`config.mk`:
```
export PLATFORM = sky130hd
export DESIGN_NAME = hazard_ctrl
export DESIGN_NICKNAME = d
export VERILOG_FILES = /design/src/rtl/hazard_ctrl_pkg.sv /design/src/rtl/hz_scoreboard.sv /design/src/rtl/hazard_ctrl.sv
export SDC_FILE = /design/constraint.sdc
export NUM_CORES = 1
export LEC_CHECK = 0
export ABC_CLOCK_PERIOD_IN_PS = 5250
export CAP_MARGIN = 20
export CORE_AREA = 5 5 146 106
export CTS_CLUSTER_DIAMETER = 120
export DETAILED_ROUTE_END_ITERATION = 10
export DIE_AREA = 0 0 151 111
export DONT_BUFFER_PORTS = 1
export PLACE_DENSITY_LB_ADDON = 0.25
export SLEW_MARGIN = 20
export SYNTH_ARGS = -nofsm -noshare
export SYNTH_HDL_FRONTEND = slang
export SYNTH_HIERARCHICAL = 1
export SYNTH_SLANG_ARGS = --single-unit
```
`constraint.sdc`:
```
create_clock -name clk -period 5.25 [get_ports clk]
set_clock_uncertainty 0.05 [all_clocks]
set_input_delay 0.525 -clock clk [delete_from_list [all_inputs] [get_ports clk]]
set_output_delay 0.525 -clock clk [all_outputs]
set_load 0.01 [all_outputs]
```
`src/rtl/hazard_ctrl_pkg.sv`:
```
`default_nettype none
// ============================================================================
// Module   : hazard_ctrl_pkg
// Purpose  : Shared RV32I opcode defines and hazard-sequencer constants.
// Revision : 1.0 - initial release
// ============================================================================
package hazard_ctrl_pkg;

    localparam logic [6:0] OPC_LUI    = 7'b0110111;
    localparam logic [6:0] OPC_JAL    = 7'b1101111;
    localparam logic [6:0] OPC_JALR   = 7'b1100111;
    localparam logic [6:0] OPC_BRANCH = 7'b1100011;
    localparam logic [6:0] OPC_OP_IMM = 7'b0010011;
    localparam logic [6:0] OPC_OP     = 7'b0110011;

    localparam int         PEND_W_DEF = 2;
    localparam int         NREG_DEF   = 32;
    localparam logic [4:0] ZERO_REG   = 5'd0;

    typedef enum logic [0:0] {
        ST_RUN    = 1'b0,
        ST_FLUSH1 = 1'b1
    } flush_state_e;

endpackage
`default_nettype wire

```
`src/rtl/hz_scoreboard.sv`:
```
`default_nettype none
// ============================================================================
// Module   : hz_scoreboard
// Purpose  : Per-register pending-write counters with RAW/saturation lookup.
//            Optional write-through bypass: HAZARD_WB_BYPASS_EN.
// Revision : 1.0 - initial release
// ============================================================================
module hz_scoreboard
    import hazard_ctrl_pkg::*;
#(
    parameter int PEND_W = PEND_W_DEF,
    parameter int NREG   = NREG_DEF
) (
    input  logic       clk,
    input  logic       rst_n,
    input  logic [4:0] rs1_addr,
    input  logic [4:0] rs2_addr,
    input  logic [4:0] wd_addr,
    input  logic       inc_en,
    input  logic       dec_en,
    input  logic [4:0] dec_addr,
    output logic       pend_nz_rs1,
    output logic       pend_nz_rs2,
    output logic       pend_full_wd,
    output logic       sb_err
);

    localparam logic [PEND_W-1:0] c_one = PEND_W'(1);

    logic [PEND_W-1:0] w_pend [NREG];
    logic              r_err;
    logic              w_byp_rs1;
    logic              w_byp_rs2;
    logic              w_dec_nz;

    generate
        for (genvar i = 0; i < NREG; i++) begin : g_reg
            if (i == 0) begin : g_zero
                assign w_pend[i] = '0;
            end else begin : g_cnt
                logic [PEND_W-1:0] r_cnt;
                logic              w_inc;
                logic              w_dec;

                assign w_inc = inc_en && (wd_addr == 5'(i));
                assign w_dec = dec_en && (dec_addr == 5'(i));

                // Simultaneous issue and writeback cancel; underflow holds at 0.
                always_ff @(posedge clk) begin
                    if (!rst_n) begin
                        r_cnt <= '0;
                    end else if (w_inc && !w_dec) begin
                        r_cnt <= r_cnt + c_one;
                    end else if (w_dec && !w_inc && (r_cnt != '0)) begin
                        r_cnt <= r_cnt - c_one;
                    end
                end

                assign w_pend[i] = r_cnt;
            end
        end
    endgenerate

`ifdef HAZARD_WB_BYPASS_EN
    // Last outstanding write landing this cycle is written through the regfile.
    assign w_byp_rs1 = dec_en && (dec_addr == rs1_addr) && (w_pend[rs1_addr] == c_one);
    assign w_byp_rs2 = dec_en && (dec_addr == rs2_addr) && (w_pend[rs2_addr] == c_one);
`else
    assign w_byp_rs1 = 1'b0;
    assign w_byp_rs2 = 1'b0;
`endif

    assign pend_nz_rs1  = (w_pend[rs1_addr] != '0) && !w_byp_rs1;
    assign pend_nz_rs2  = (w_pend[rs2_addr] != '0) && !w_byp_rs2;
    assign pend_full_wd = (wd_addr != ZERO_REG) && (w_pend[wd_addr] == '1);

    assign w_dec_nz = dec_en && (dec_addr != ZERO_REG);

    always_ff @(posedge clk) begin
        if (!rst_n) begin
            r_err <= 1'b0;
        end else if (w_dec_nz && (w_pend[dec_addr] == '0)) begin
            r_err <= 1'b1;
        end
    end

    assign sb_err = r_err;

endmodule
`default_nettype wire

```
`src/rtl/hazard_ctrl.sv`:
```
`default_nettype none
// ============================================================================
// Module   : hazard_ctrl
// Purpose  : RV32I stall/flush sequencer: scoreboard RAW stalls, jump flush.
//            Optional write-through bypass: HAZARD_WB_BYPASS_EN.
// Revision : 1.0 - initial release
// ============================================================================
module hazard_ctrl
    import hazard_ctrl_pkg::*;
#(
    parameter int PEND_W = PEND_W_DEF,
    parameter int NREG   = NREG_DEF
) (
    input  logic        clk,
    input  logic        rst_n,
    input  logic        id_valid_i,
    input  logic [4:0]  rs1_addr_i,
    input  logic [4:0]  rs2_addr_i,
    input  logic [4:0]  wd_addr_i,
    input  logic        reg_wen_i,
    input  logic        wb_wen_i,
    input  logic [4:0]  wb_addr_i,
    input  logic        jump_en_i,
    input  logic [31:0] jump_addr_i,
    output logic        stall_o,
    output logic        flush_o,
    output logic        issue_o,
    output logic        jump_en_o,
    output logic [31:0] jump_addr_o,
    output logic        sb_err_o
);

    flush_state_e r_state;

    logic w_nz_rs1;
    logic w_nz_rs2;
    logic w_full_wd;
    logic w_raw;
    logic w_sat;
    logic w_flush;
    logic w_stall;
    logic w_issue;
    logic w_inc_en;

    hz_scoreboard #(
        .PEND_W (PEND_W),
        .NREG   (NREG)
    ) u_sb (
        .clk          (clk),
        .rst_n        (rst_n),
        .rs1_addr     (rs1_addr_i),
        .rs2_addr     (rs2_addr_i),
        .wd_addr      (wd_addr_i),
        .inc_en       (w_inc_en),
        .dec_en       (wb_wen_i),
        .dec_addr     (wb_addr_i),
        .pend_nz_rs1  (w_nz_rs1),
        .pend_nz_rs2  (w_nz_rs2),
        .pend_full_wd (w_full_wd),
        .sb_err       (sb_err_o)
    );

    assign w_raw    = id_valid_i && (w_nz_rs1 || w_nz_rs2);
    assign w_sat    = id_valid_i && reg_wen_i && w_full_wd;

    // Flush wins over stall: the stalled instruction is on the wrong path anyway.
    assign w_flush  = rst_n && (jump_en_i || (r_state == ST_FLUSH1));
    assign w_stall  = rst_n && (w_raw || w_sat) && !w_flush;
    assign w_issue  = rst_n && id_valid_i && !w_stall && !w_flush;
    assign w_inc_en = w_issue && reg_wen_i && (wd_addr_i != ZERO_REG);

    always_ff @(posedge clk) begin
        if (!rst_n) begin
            r_state <= ST_RUN;
        end else begin
            case (r_state)
                ST_RUN:    if (jump_en_i)  r_state <= ST_FLUSH1;
                ST_FLUSH1: if (!jump_en_i) r_state <= ST_RUN;
                default:   r_state <= ST_RUN;
            endcase
        end
    end

    assign stall_o     = w_stall;
    assign flush_o     = w_flush;
    assign issue_o     = w_issue;
    assign jump_en_o   = rst_n && jump_en_i;
    assign jump_addr_o = rst_n ? jump_addr_i : 32'd0;

endmodule
`default_nettype wire
```
* Word-level counts from Yosys, hierarchy flattened
Index checks and enable logic that the tools add are counted.
Storage, ports and cells: logic and storage cells 546, register bits after elaboration 64, input bits 58, output and inout port bits 37
Operators by class: order comparisons 4, reductions and logical operators 304, multiplexer cells 76, eq/ne operators 63, $add $sub $neg 62, bitwise logic cells 4
Operators with widths (number):
- $logic_and 1x1->1 | 170
- $eq 5x5->1 const B | 32
- $mux 2 | 70
- $reduce_bool 2->1 | 64
- $eq 5x4->1 const B | 16
- $logic_not 1->1 | 64
- $add 2x1->2 const B | 31
- $sub 2x1->2 const B | 31
- $bmux 2 s5 | 4
- $eq 5x3->1 const B | 8
- $mux 32 | 1
- $ge 6x6->1 const B | 4
- $not 5->6 | 4
- $eq 5x2->1 const B | 4
- $eq 5x1->1 const B | 2
- $reduce_bool 5->1 | 2
- $logic_or 1x1->1 | 3
- $eq 2x2->1 const B | 1
- $logic_not 2->1 | 1
- $mux 1 | 1

* Depth between registers and ports, before layout
depth after elaboration 21, gate-level depth with buffers 16, mapped depth without buffers 12

* Cells and area by module
Netlist, hierarchy kept.
Modules (own cells, without submodules):
- hz_scoreboard | instances 1, seq. area each 1261.2 µm², cells an instance 648, area each 5152.4 µm²
- hazard_ctrl | instances 1, seq. area each 20.0 µm², cells an instance 47, area each 315.3 µm²

* Worst setup path after synthesis
OpenSTA, ideal clock, no wires.
path kind input to register, start input rs2_addr_i[2], end register u_sb.g_reg[8].g_cnt.r_cnt[1], data required time 5.066 ns, arrival time 3.634 ns, slack 1.432 ns, setup time 0.134 ns, path buffers 4, stages 16, cell sequence buf_2 -> buf_2 -> nor3_1 -> a211oi_1 -> or4_1 -> o221ai_1 -> o21ai_0 -> or4b_4 -> a211oi_2 -> clkbuf_2 -> nor4bb_1 -> buf_2 -> nand2_1 -> a31oi_1 -> and3_1 -> nor4_1
On the way: word-level cells in the longest chain between the ends 20, elaborated cells between the ends (all ways) 22
RTL lines:
- start: declaration | RTL line hazard_ctrl.sv:18 | input logic [4:0] rs2_addr_i,
- $not 5->6 (implied by the code) (*) | RTL line hz_scoreboard.sv:74 | assign pend_nz_rs2 = (w_pend[rs2_addr] != '0) && !w_byp_rs2;
- $bmux 2 s5 (*) | RTL line hz_scoreboard.sv:74
- $mux 2 (implied by the code) (*) (2 in series) | RTL line hz_scoreboard.sv:74
- $reduce_bool 2->1 (*) | RTL line hz_scoreboard.sv:74
- net w_nz_rs2 | RTL line hazard_ctrl.sv:36 | logic w_nz_rs2;
- $logic_or 1x1->1 (*) | RTL line hazard_ctrl.sv:63 | assign w_raw = id_valid_i && (w_nz_rs1 || w_nz_rs2);
- $logic_and 1x1->1 (*) | RTL line hazard_ctrl.sv:63
- $logic_or 1x1->1 (*) | RTL line hazard_ctrl.sv:68 | assign w_stall = rst_n && (w_raw || w_sat) && !w_flush;
- $logic_and 1x1->1 (*) (2 in series) | RTL line hazard_ctrl.sv:68
- $logic_not 1->1 (*) | RTL line hazard_ctrl.sv:69 | assign w_issue = rst_n && id_valid_i && !w_stall && !w_flush;
- $logic_and 1x1->1 (*) (2 in series) | RTL line hazard_ctrl.sv:69
- $logic_and 1x1->1 (*) (2 in series) | RTL line hazard_ctrl.sv:70 | assign w_inc_en = w_issue && reg_wen_i && (wd_addr_i != ZERO_REG);
- net w_inc_en | RTL line hazard_ctrl.sv:43 | logic w_inc_en;
- $logic_and 1x1->1 (*) | RTL line hz_scoreboard.sv:45 | assign w_inc = inc_en && (wd_addr == 5'(i));
- $logic_not 1->1 | RTL line hz_scoreboard.sv:54 | end else if (w_dec && !w_inc && (r_cnt != '0)) begin
- $logic_and 1x1->1 (2 in series) | RTL line hz_scoreboard.sv:54
- $reduce_bool 2->1 (no source line)
- end signal: assignment | RTL line hz_scoreboard.sv:53 | r_cnt <= r_cnt + c_one;
- end signal: assignment | RTL line hz_scoreboard.sv:55 | r_cnt <= r_cnt - c_one;
- end: declaration | RTL line hz_scoreboard.sv:41 | logic [PEND_W-1:0] r_cnt;
The timed path passes the listed nets; every way through them passes the cells marked *. The select of a mux whose other input is x is not followed. A chain may end at the register's enable or synchronous reset.

* Final worst setup path
start register u_sb.g_reg[20].g_cnt.r_cnt[0], end register u_sb.g_reg[21].g_cnt.r_cnt[0]
On the way: word-level cells in the longest chain between the ends 19, elaborated cells between the ends (all ways) 31
RTL lines (RTL line):
- start: declaration | hz_scoreboard.sv:41
- start signal: assignment | hz_scoreboard.sv:53
- start signal: assignment | hz_scoreboard.sv:55
- $bmux 2 s5 (*) | hz_scoreboard.sv:74
- $mux 2 (implied by the code) (*) (2 in series) | hz_scoreboard.sv:74
- $reduce_bool 2->1 (*) | hz_scoreboard.sv:74
- net w_nz_rs2 | hazard_ctrl.sv:36
- $logic_or 1x1->1 (*) | hazard_ctrl.sv:63
- $logic_and 1x1->1 (*) | hazard_ctrl.sv:63
- $logic_or 1x1->1 (*) | hazard_ctrl.sv:68
- $logic_and 1x1->1 (*) (2 in series) | hazard_ctrl.sv:68
- $logic_not 1->1 (*) | hazard_ctrl.sv:69
- $logic_and 1x1->1 (*) (2 in series) | hazard_ctrl.sv:69
- $logic_and 1x1->1 (*) (2 in series) | hazard_ctrl.sv:70
- net w_inc_en | hazard_ctrl.sv:43
- $logic_and 1x1->1 (*) | hz_scoreboard.sv:45
- $logic_not 1->1 | hz_scoreboard.sv:54
- $logic_and 1x1->1 (2 in series) | hz_scoreboard.sv:54
- $reduce_bool 2->1 (no source line)
- end signal: assignment | hz_scoreboard.sv:53
- end signal: assignment | hz_scoreboard.sv:55
- end: declaration | hz_scoreboard.sv:41
Marks and branches as above.

==> results_dict.tcl <==
set metrics [dict create \
    status "finished, final reports clean" \
    antenna_cells 0 \
    path_clk_slew_ps 60 \
    fmax_mhz 235.2 \
    max_slew_margin_pct 28.51 \
    place.detailed.hpwl_um 13300 \
    synth_top_area_share_pct 23.43 \
    maxCapViolCount 0 \
    synthArstFlopShare_pct 0 \
    die_x_um 151 \
    clock_latency_ps 330 \
    path_class "flop to flop" \
    worstPathArrival_ps 4380 \
    min-delay-path-class "input port to flop" \
    r2r_setup_slack_ps 1000 \
    core_area_mm2 0.01378 \
    netlist_instances 695 \
    setup_violations 0 \
    synth_seq_cells 64 \
    drc 0 \
    p_comb_share_pct 9.1 \
    post_cts_buffers 0 \
    grt_max_degree 62 \
    vias_per_cell 6.449 \
    grt_util_all_layers_pct 21.17 \
    synthFlopType "dfxtp_1" \
    antenna_found_initial 0 \
    synth_area_per_cell_um2 7.867 \
    power.total_uw 1211 \
    synth_edf_count 0 \
    clock_sink_count 64 \
    cts.repair.resized 0 \
    cts-root-buf "clkbuf_16" \
    drt_iter0_drc 457 \
    min_path_cells 1 \
    die-area_mm2 0.01676 \
    cts_tree "built" \
    htreeDepth 3 \
    portBuffers 0 \
    hold-path-endpoint "r_state" \
    critical_path.max_stage_delay_ps 620 \
    ctsHoldBuffers 0 \
    rr_endpoint "u_sb/g_reg[21].g_cnt.r_cnt[0]" \
    swShare_pct 25.02 \
    clk_path_buf_depth 2 \
    fin_area_mm2 0.005814 \
    p_seq_share_pct 40.4 \
    syn_area_mm2 0.005468 \
    first_pass_iters 5 \
    p_leak_uw 0.001715 \
    grt_overflow 0 \
    p_int_uw 907.9 \
    nets 723 \
    cp_cell_sequence "nor2_1, a2111oi_0, or4_1, a22oi_1, o21ai_0, or4b_4, a211oi_2, and4b_1, nand2_1, and2_1, a211oi_1, nor3_1" \
    grt_pass1_wl_um 28170 \
    top_level_ports 95 \
    yosysWarnings 6 \
    min_period_ps 4251 \
    die_h_um 111 \
    vdd_drop_max_mv 0.1384 \
    hp-start "rst_n" \
    clkPwrFrac_pct 50.4 \
    routabilityCongestion 0.9257 \
    worst_pin_slew_ps 1072 \
    synth_top_cell_by_area "dfxtp_1" \
    wl_per_cell_um 21.07 \
    setup.worst_path.end_class "flop" \
    r2r_cells 12 \
    timing.final.ws_setup_ps 998.5 \
    ys_top_cells_by_area "dfxtp_1 23%, a211oi_1 7.6%, nor3_1 7.2%" \
    finalSetupTns_ps 0 \
    via_count 5546 \
    wirelength_um 18120 \
    antenna_left 0 \
    preCtsSetupSlack_ps 1049 \
    synth_nets 753 \
    place_area_mm2 0.005515 \
    syn2layout_area_growth_pct 6.339 \
    synth_cell_types 67 \
    grt_pass1_vias 5157 \
    cp.required_ps 5380 \
    cp_slowest_cell "a211oi_2" \
    fin_crit_sh_pct 80.98 \
    final_hold_viol_count 0 \
    timing.rr.start "u_sb/g_reg[20].g_cnt.r_cnt[0]" \
    start_kind "flop" \
    rsz0062_at_grt "false" \
    ys_seq_area_share_pct 23.43 \
    start_util_pct 39.67 \
    power_switching_uw 302.9 \
    power.density_mw_per_mm2 208.2 \
    rows 36 \
    drive_gt1_share_pct 7.463 \
    cts_inserted_buffers 9 \
    crit_fanout 10 \
    slew_violations 0 \
]
-- worst max-delay path by stage --
| stage | start | to |
|---|---|---|
| after global placement | rs2_addr_i[0] | u_sb/g_reg[8].g_cnt.r_cnt[1] |
| final | u_sb/g_reg[20].g_cnt.r_cnt[0] | u_sb/g_reg[21].g_cnt.r_cnt[0] |
| after floorplan | rs2_addr_i[2] | u_sb/g_reg[8].g_cnt.r_cnt[1] |
| after global routing | u_sb/g_reg[20].g_cnt.r_cnt[0] | u_sb/g_reg[21].g_cnt.r_cnt[0] |
| after detailed placement | rs2_addr_i[0] | u_sb/g_reg[8].g_cnt.r_cnt[1] |
| after CTS | u_sb/g_reg[15].g_cnt.r_cnt[0] | u_sb/g_reg[21].g_cnt.r_cnt[0] |
-- cells in the final DEF (no fill, tap or decap), drive strengths merged, types with 3 or more instances in the layout --
| cell | n |
|---|---|
| and2 | 44 |
| nand4b | 4 |
| and3 | 7 |
| dfxtp | 64 |
| clkbuf | 11 |
| o21ai | 18 |
| nor2 | 62 |
| o211a | 9 |
| a31oi | 5 |
| nor3 | 80 |
| nor4 | 6 |
| o21a | 27 |
| o22ai | 3 |
| nand2 | 64 |
| mux2i | 28 |
| nand4bb | 4 |
| a221oi | 3 |
| a2111oi | 10 |
| buf | 3 |
| mux2 | 3 |
| o311a | 4 |
| nand3b | 3 |
| a211o | 3 |
| clkinv | 4 |
| nand3 | 5 |
| nor2b | 9 |
| nor3b | 6 |
| o311ai | 3 |
| and4b | 3 |
| inv | 19 |
| a211oi | 56 |
| nand2b | 12 |
| mux4 | 19 |
| a21oi | 40 |
-- synthesized netlist by cell type, types with 3 or more instances --
cell type / n
inv_1: 19
o311a_1: 4
dfxtp_1: 64
o211a_1: 9
nand3b_1: 3
nor2_1: 61
mux2i_1: 28
nor2b_1: 9
a221oi_1: 3
nand2_1: 64
o21a_1: 27
nand2b_1: 12
a21oi_1: 40
a2111oi_0: 4
o21ai_0: 18
nor3_1: 79
nor3b_1: 6
nand4bb_1: 4
and3_1: 7
and4b_1: 3
o22ai_1: 3
mux4_2: 13
a31oi_1: 5
nand4b_1: 4
and2_1: 43
a211o_1: 3
mux2_2: 3
nor4_1: 5
o311ai_0: 3
buf_4: 5
mux4_1: 6
nand3_1: 5
a2111oi_2: 4
clkbuf_1: 19
a211oi_1: 55
buf_2: 17
-- stage by stage --
| stage | utilization (%) | cells | hold slack [ps] |
|---|---|---|---|
| floorplan | - | 695 | 456.7 |
| global placement | 39.98 | 844 | 489.8 |
| detailed placement | 40.01 | 844 | 508.3 |
| CTS | 42.18 | 860 | 256.7 |
| global route | 42.18 | 860 | 262.2 |
| finish | 42.18 | 860 | 262.4 |
-- final cells by class --
| cell class | count | area, um^2 |
|---|---|---|
| clock buffer | 11 | 242.7 |
| clock inverter | 5 | 56.30 |
| fill | 1377 | 7969 |
| inverter | 20 | 75.07 |
| multi-input combinational | 567 | 3899 |
| sequential | 64 | 1281 |
| tap | 190 | 237.7 |
| timing repair buffer | 3 | 22.52 |
-- sequential cells by signal, summed over array words and instances, names as in the netlist --
| register | flops |
|---|---|
| r_state | 1 |
| u_sb/sb_err | 1 |
| u_sb/g.g_cnt.r_cnt | 62 |
-- layer usage --
layer	routed length [um]	GRT usage (%)	part of all wire [%]	vias to the layer above
met5	0	0	0	-
met4	280	4.891	1.5	0
met3	1657	6.089	9.1	26
met2	7850	31.69	43	261
met1	8335	30.03	46	2688
li1	-	-	-	2571
-- kinds of logic (layout without fill, tap and decap cells) --
logic type	Yosys count	count (layout)	share of synthesized area, %
simple gates	324	324	31.69
buf+inv	64	39	5.354
flops	64	64	23.43
xor+xnor	1	1	0.1602
compound gates	192	192	25.38
mux	50	50	13.98
-- worst max-delay path, delay by kind of cell, from the launching register on --
| kind | cells | cell delay (ps) |
|---|---|---|
| flip-flops | 1 | 350 |
| AO/OA/AOI/OAI | 5 | 1450 |
| AND/OR/NAND/NOR | 7 | 2260 |
-- power groups by stage --
stage	logic, uW	clock network [uW]	registers [uW]
floorplan	109	0	499
global placement	107	0	500
detailed placement	108	0	500
CTS	108	624	490
global route	117	640	490
finish	110	611	490
Power figures use the tool's default switching activity.
